[config.mk]
export PLATFORM = sky130hd
export DESIGN_NAME = fetch_unit
export DESIGN_NICKNAME = d
export VERILOG_FILES = /design/src/rtl/risc_pkg.sv /design/src/rtl/if_id_reg.sv /design/src/rtl/fetch_unit.sv
export SDC_FILE = /design/constraint.sdc
export NUM_CORES = 1
export LEC_CHECK = 0
export ABC_AREA = 1
export CORE_MARGIN = 2
export CORE_UTILIZATION = 40
export DETAILED_ROUTE_END_ITERATION = 8
export GPL_TIMING_DRIVEN = 0
export PLACE_DENSITY = 0.69
export SYNTH_ARGS = -nofsm -noshare
export SYNTH_HDL_FRONTEND = slang
export SYNTH_SLANG_ARGS = --single-unit
[constraint.sdc]
create_clock -name clk -period 1.6 [get_ports clk]
set_clock_uncertainty 0.2 [all_clocks]
set_input_delay 0.48 -clock clk [delete_from_list [all_inputs] [get_ports clk]]
set_output_delay 0.48 -clock clk [all_outputs]
set_load 0.02 [all_outputs]
[src/rtl/risc_pkg.sv]
// Shared encodings for the fetch stage and pipeline registers.
package risc_pkg;
  localparam logic [15:0] NOP_INSTR    = 16'h0000;
  localparam int          IMM_FLAG_BIT = 15;
  localparam int          RSRC_LSB     = 5;
  localparam int          RDST_LSB     = 8;
  localparam int          REG_W        = 3;

  typedef enum logic {
    S_OP  = 1'b0,
    S_IMM = 1'b1
  } fetch_state_t;
endpackage

[src/rtl/if_id_reg.sv]
// Pipeline register with hold and clear-to-NOP controls; clear has priority over hold.
module if_id_reg
  import risc_pkg::*;
#(
  parameter int PC_W    = 16,
  parameter int INSTR_W = 16
) (
  input  logic               clk,
  input  logic               rst_n,
  input  logic               i_hold,
  input  logic               i_clear,
  input  logic [INSTR_W-1:0] i_instr,
  input  logic [INSTR_W-1:0] i_imm,
  input  logic [PC_W-1:0]    i_pc,
  input  logic               i_valid,
  output logic [INSTR_W-1:0] o_instr,
  output logic [INSTR_W-1:0] o_imm,
  output logic [PC_W-1:0]    o_pc,
  output logic               o_valid
);

  logic [INSTR_W-1:0] r_instr;
  logic [INSTR_W-1:0] r_imm;
  logic [PC_W-1:0]    r_pc;
  logic               r_valid;

  always_ff @(posedge clk or negedge rst_n) begin
    if (!rst_n) begin
      r_instr <= INSTR_W'(NOP_INSTR);
      r_imm   <= '0;
      r_pc    <= '0;
      r_valid <= 1'b0;
    end else if (i_clear) begin
      r_instr <= INSTR_W'(NOP_INSTR);
      r_imm   <= '0;
      r_pc    <= '0;
      r_valid <= 1'b0;
    end else if (!i_hold) begin
      r_instr <= i_instr;
      r_imm   <= i_imm;
      r_pc    <= i_pc;
      r_valid <= i_valid;
    end
  end

  assign o_instr = r_instr;
  assign o_imm   = r_imm;
  assign o_pc    = r_pc;
  assign o_valid = r_valid;

endmodule

[src/rtl/fetch_unit.sv]
// Fetch stage: PC, one/two-word fetch FSM and IF/ID register.
// Optional stall/flush statistics counters are built when IF_STAT_EN is defined.
//   state | meaning
//   S_OP  | expecting an opcode word at pc
//   S_IMM | opcode held, expecting its immediate word at pc
module fetch_unit
  import risc_pkg::*;
#(
  parameter int          PC_W     = 16,
  parameter int          INSTR_W  = 16,
  parameter int unsigned RESET_PC = 0
) (
  input  logic               clk,
  input  logic               rst_n,
  input  logic               stall_fetch,
  input  logic               flush_fetch,
  input  logic [PC_W-1:0]    branch_target,
  output logic [PC_W-1:0]    imem_addr,
  input  logic [INSTR_W-1:0] imem_rdata,
  output logic [INSTR_W-1:0] if_instr,
  output logic [INSTR_W-1:0] if_imm,
  output logic [PC_W-1:0]    if_pc,
  output logic               if_valid,
  output logic [REG_W-1:0]   R_src_fetch,
  output logic [REG_W-1:0]   R_dest_fetch
`ifdef IF_STAT_EN
  ,
  output logic [15:0]        stat_stall_cnt,
  output logic [15:0]        stat_flush_cnt
`endif
);

  fetch_state_t       r_state, w_state_nxt;
  logic [PC_W-1:0]    r_pc, w_pc_nxt;
  logic [INSTR_W-1:0] r_hold_instr, w_hold_instr_nxt;
  logic [PC_W-1:0]    r_hold_pc, w_hold_pc_nxt;

  logic               w_imm_flag;
  logic               w_ifid_hold, w_ifid_clear, w_ifid_valid;
  logic [INSTR_W-1:0] w_ifid_instr, w_ifid_imm;
  logic [PC_W-1:0]    w_ifid_pc;

  assign w_imm_flag = imem_rdata[IMM_FLAG_BIT];
  assign imem_addr  = r_pc;

  always_ff @(posedge clk or negedge rst_n) begin
    if (!rst_n) begin
      r_state      <= S_OP;
      r_pc         <= PC_W'(RESET_PC);
      r_hold_instr <= '0;
      r_hold_pc    <= '0;
    end else begin
      r_state      <= w_state_nxt;
      r_pc         <= w_pc_nxt;
      r_hold_instr <= w_hold_instr_nxt;
      r_hold_pc    <= w_hold_pc_nxt;
    end
  end

  always_comb begin
    w_state_nxt      = r_state;
    w_pc_nxt         = r_pc;
    w_hold_instr_nxt = r_hold_instr;
    w_hold_pc_nxt    = r_hold_pc;
    if (flush_fetch) begin
      w_state_nxt      = S_OP;
      w_pc_nxt         = branch_target;
      w_hold_instr_nxt = '0;
    end else if (!stall_fetch) begin
      w_pc_nxt = r_pc + 1'b1;
      if (r_state == S_IMM) begin
        w_state_nxt = S_OP;
      end else if (w_imm_flag) begin
        w_state_nxt      = S_IMM;
        w_hold_instr_nxt = imem_rdata;
        w_hold_pc_nxt    = r_pc;
      end
    end
  end

  // The opcode half of a two-word instruction leaves a bubble in IF/ID.
  always_comb begin
    w_ifid_hold  = 1'b0;
    w_ifid_clear = 1'b0;
    w_ifid_instr = imem_rdata;
    w_ifid_imm   = '0;
    w_ifid_pc    = r_pc;
    w_ifid_valid = 1'b1;
    if (flush_fetch) begin
      w_ifid_clear = 1'b1;
    end else if (stall_fetch) begin
      w_ifid_hold = 1'b1;
    end else if (r_state == S_IMM) begin
      w_ifid_instr = r_hold_instr;
      w_ifid_imm   = imem_rdata;
      w_ifid_pc    = r_hold_pc;
    end else if (w_imm_flag) begin
      w_ifid_clear = 1'b1;
    end
  end

  if_id_reg #(
    .PC_W    (PC_W),
    .INSTR_W (INSTR_W)
  ) u_if_id (
    .clk     (clk),
    .rst_n   (rst_n),
    .i_hold  (w_ifid_hold),
    .i_clear (w_ifid_clear),
    .i_instr (w_ifid_instr),
    .i_imm   (w_ifid_imm),
    .i_pc    (w_ifid_pc),
    .i_valid (w_ifid_valid),
    .o_instr (if_instr),
    .o_imm   (if_imm),
    .o_pc    (if_pc),
    .o_valid (if_valid)
  );

  assign R_src_fetch  = if_instr[RSRC_LSB +: REG_W];
  assign R_dest_fetch = if_instr[RDST_LSB +: REG_W];

`ifdef IF_STAT_EN
  logic [15:0] r_stall_cnt, r_flush_cnt;

  always_ff @(posedge clk or negedge rst_n) begin
    if (!rst_n) begin
      r_stall_cnt <= '0;
      r_flush_cnt <= '0;
    end else begin
      if (flush_fetch && r_flush_cnt != 16'hFFFF) r_flush_cnt <= r_flush_cnt + 1'b1;
      if (stall_fetch && !flush_fetch && r_stall_cnt != 16'hFFFF) r_stall_cnt <= r_stall_cnt + 1'b1;
    end
  end

  assign stat_stall_cnt = r_stall_cnt;
  assign stat_flush_cnt = r_flush_cnt;
`endif

endmodule

==> impl_results.md <==
* Final worst slack at -0.0911 ns
* Critical Path Sink Type: output port
* Clock root buffer: clkbuf_16
* I/O pin count at 107
* Antenna violations before repair at 0
* Row count at 38
* Mapped Cells at 542
* Violated checks: setup timing
* Synth Register Bits at 98
* Drt drc at 0
* CP max-delay cell: dfrtp_1
* Clk sinks at between 90 and 100
* N_diodes at 0
* Max stage delay on crit path at 0.42 ns
* Die Ht at between 100 and 150 microns
* Status: finished with violations
* WHS at 0.282 ns
* Final Hold Fails at 0
* First-pass GRT wire length at between 20000 and 25000 microns
* Hpwl dp at between 9000 and 10000 microns
* Power Dens Cells at 1030 nW/um^2
* Post-layout min period at 1.69 ns
* Via/cell ratio at 5.25
* CTS tree: built
* Worst skew pair latency at between 0.3 and 0.4 ns
* Syn_area_per_cell at about 8.4 sq um
* CORE AREA at around 11000 sq um
* Area delta synth->final at 45.7%
* Sequential element share of the synthesized area at 0.541
* Detailed-route via count at 4434
* Post-synthesis cell area at roughly 4500 sq um
* WL per Instance at around 17 microns
* First DRT Iteration DRCs at approximately 380
* Post-layout util at 0.603
* Die outline width at roughly 110 microns
* Startpoint Class: flip-flop
* Hold Path Class: reg2reg
* Clk buf depth at 2
* CP delay by family, top: flip-flops
* Overall Power at between 6 and 7 mW
* Slew HR at 0.595
* Global route overflow at 0
* Post-route antenna net violation count at 0
* Synth area leader: dfrtp_1
* Fillers at approximately 960
* Syn_nets at between 500 and 600
* CP dominant cell by count: buf_6
* Max FO, Critical Path at 3
* Max Slew Vio Count at 0
* DR pass1 iterations at 5
* Tcrit/Tclk final at 1.06
* Initial Util at 0.414
* Setup repair after global routing missed its margin: true
* Drt total wl at roughly 14000 microns
* Critical path type: reg2out
* H-tree depth at 3
* Clk pin slew, worst setup/hold paths at 0.07 ns
* Final nets at roughly 740
* Post-synthesis cell type count at 28
* Number of global-route vias before repair at roughly 4300
* Synth warnings at 0
* Max cap viols at 0
* Leak at between 3 and 4 nW
* Layout cells sized above 1 at 0.312
* Largest net degree at the start of global routing at 70
* Worst Tran Pin Value at 0.608 ns
* Max VDD drop at ~630 uV
* # port buffers at around 110
* CP cell instances: buf_6 -> buf_6
* Critical path required time at slightly above 0.9 ns
* Post-synth top area share at 0.541
* CP Buf/Inv Count at 2
* Die Area at ~12000 sq um
* Num CTS Buffers at 9
* CP arrival at between 1 and 1.5 ns
* GRT Total Usage at 0.232
* Max Fclk at between 0.5 and 0.6 GHz
* Ranking of synthesized cells by area: dfrtp_1 54%, nand2_1 12%, nand3_1 7.3%, o21ai_1 5.7%, nor2_1 4.6%
* RD Place Congestion at 0.887
* Final Setup Violations at 10
==> timing repair <==
item                                    CTS  global route
hold buffers                              1             0
setup buffers                            26            13
endpoints found under the hold margin    29             0
gates cloned                              1             1
endpoints found under the setup margin  159           135
pin swaps                                 4            21
resized for setup                       361           107
==> where the power goes <==
part	internal, mW	switching [mW]	leakage, nW	total (mW)
sequential	2.73	0.170	1.25	2.90
clock	1.40	0.934	0.158	2.34
combinational	0.683	0.880	1.83	1.56
==> cell usage after synthesis (all sizes together) <==
master and count:
a21oi 3, a22o 1, buf 27, clkbuf 7, clkinv 1, dfrtp 98
ha 1, inv 27, nand2 151, nand3 67, nand4 3, nor2 57
o211ai 4, o21ai 89, o21bai 3, o221ai 1, xor2 2
==> final cells by class <==
cell class | count | area, sq um | share of cell area
Sequential cell | 98 | 2470 | 0.374
Buffer | 34 | 313 | 0.0474
Clock buffer | 10 | 239 | 0.0362
Clock inverter | 5 | 78.8 | 0.0119
Timing Repair Buffer | 147 | 1300 | 0.197
Inverter | 28 | 120 | 0.0182
Multi-Input combinational cell | 382 | 1900 | 0.288
Timing Repair inverter | 1 | 7.51 | 0.00114
Tap cell | 140 | 175 | 0.0266
==> through the flow <==
stage | worst slack [ns] | setup TNS, ns | instance area, sq um | cells
2_1_floorplan | 0.0218 | 0 | 4530 | 542
3_3_place_gp | -4.18 | -437.37 | 5760 | 787
3_5_place_dp | -0.738 | -63.83 | 5780 | 788
4_1_cts | -0.0998 | -0.615 | 6170 | 831
5_1_grt | -0.117 | -1.44 | 6600 | 845
6_report | -0.0911 | -0.474 | 6600 | 845
==> cell families after synthesis <==
logic type               count (synthesis)  synth area share
AO/OA/AOI/OAI                          101             0.117
flip-flops                              98             0.541
XOR/XNOR                                 2           0.00387
buffers and inverters                   62            0.0715
adder cells (fa/ha/maj)                  1           0.00276
AND/OR/NAND/NOR                        278             0.263
==> placed cells by master (no fill, tap or decap), drive strengths merged, types with 4 or more instances in the layout <==
| cell | synthesis | layout |
|---|---|---|
| nand2 | 151 | 151 |
| o21ai | 89 | 89 |
| buf | 27 | 134 |
| o211ai | 4 | 4 |
| inv | 27 | 26 |
| clkbuf | 7 | 24 |
| dfrtp | 98 | 98 |
| clkdlybuf4s50 | 0 | 31 |
| nor2 | 57 | 57 |
| nand3 | 67 | 67 |
==> worst min-delay path: stages (launching register included) <==
cell     delay, ns
dfrtp_1       0.34
nand2_1       0.05
nand2_1       0.05
==> state kept, by name, indices dropped and copies added, names as in the netlist <==
register / cells
u_if_id.o_imm: 16
u_if_id.o_instr: 16
r_state: 1
imem_addr: 16
r_hold_instr: 16
r_hold_pc: 16
u_if_id.o_valid: 1
u_if_id.o_pc: 16
==> routing by layer <==
| layer | vias to the layer above | track usage | part of all wire |
|---|---|---|---|
| met1 | 2152 | 0.325 | 0.44 |
| li1 | 2091 | - | - |
| met3 | 17 | 0.0368 | 0.064 |
| met4 | 0 | 0.0792 | 0.016 |
| met5 | - | 0 | 0 |
| met2 | 174 | 0.370 | 0.48 |
==> final timing paths <==
| check | from | to | slack, ns | cells after the start |
|---|---|---|---|---|
| worst min register to register | u_if_id.o_imm[1] | u_if_id.o_imm[1] | 0.28 | 2 |
| worst max register to register | r_state | u_if_id.o_imm[9] | 0.03 | 5 |
| worst max-delay path | u_if_id.o_instr[6] | if_instr[6] | -0.09 | 2 |
| worst min-delay path | u_if_id.o_imm[1] | u_if_id.o_imm[1] | 0.28 | 2 |
| min in group asynchronous | rst_n | u_if_id.o_pc[2] | 0.37 | 2 |
| max in group asynchronous | rst_n | imem_addr[12] | 0.18 | 3 |
Note: power is estimated with default switching activity, not from simulation.
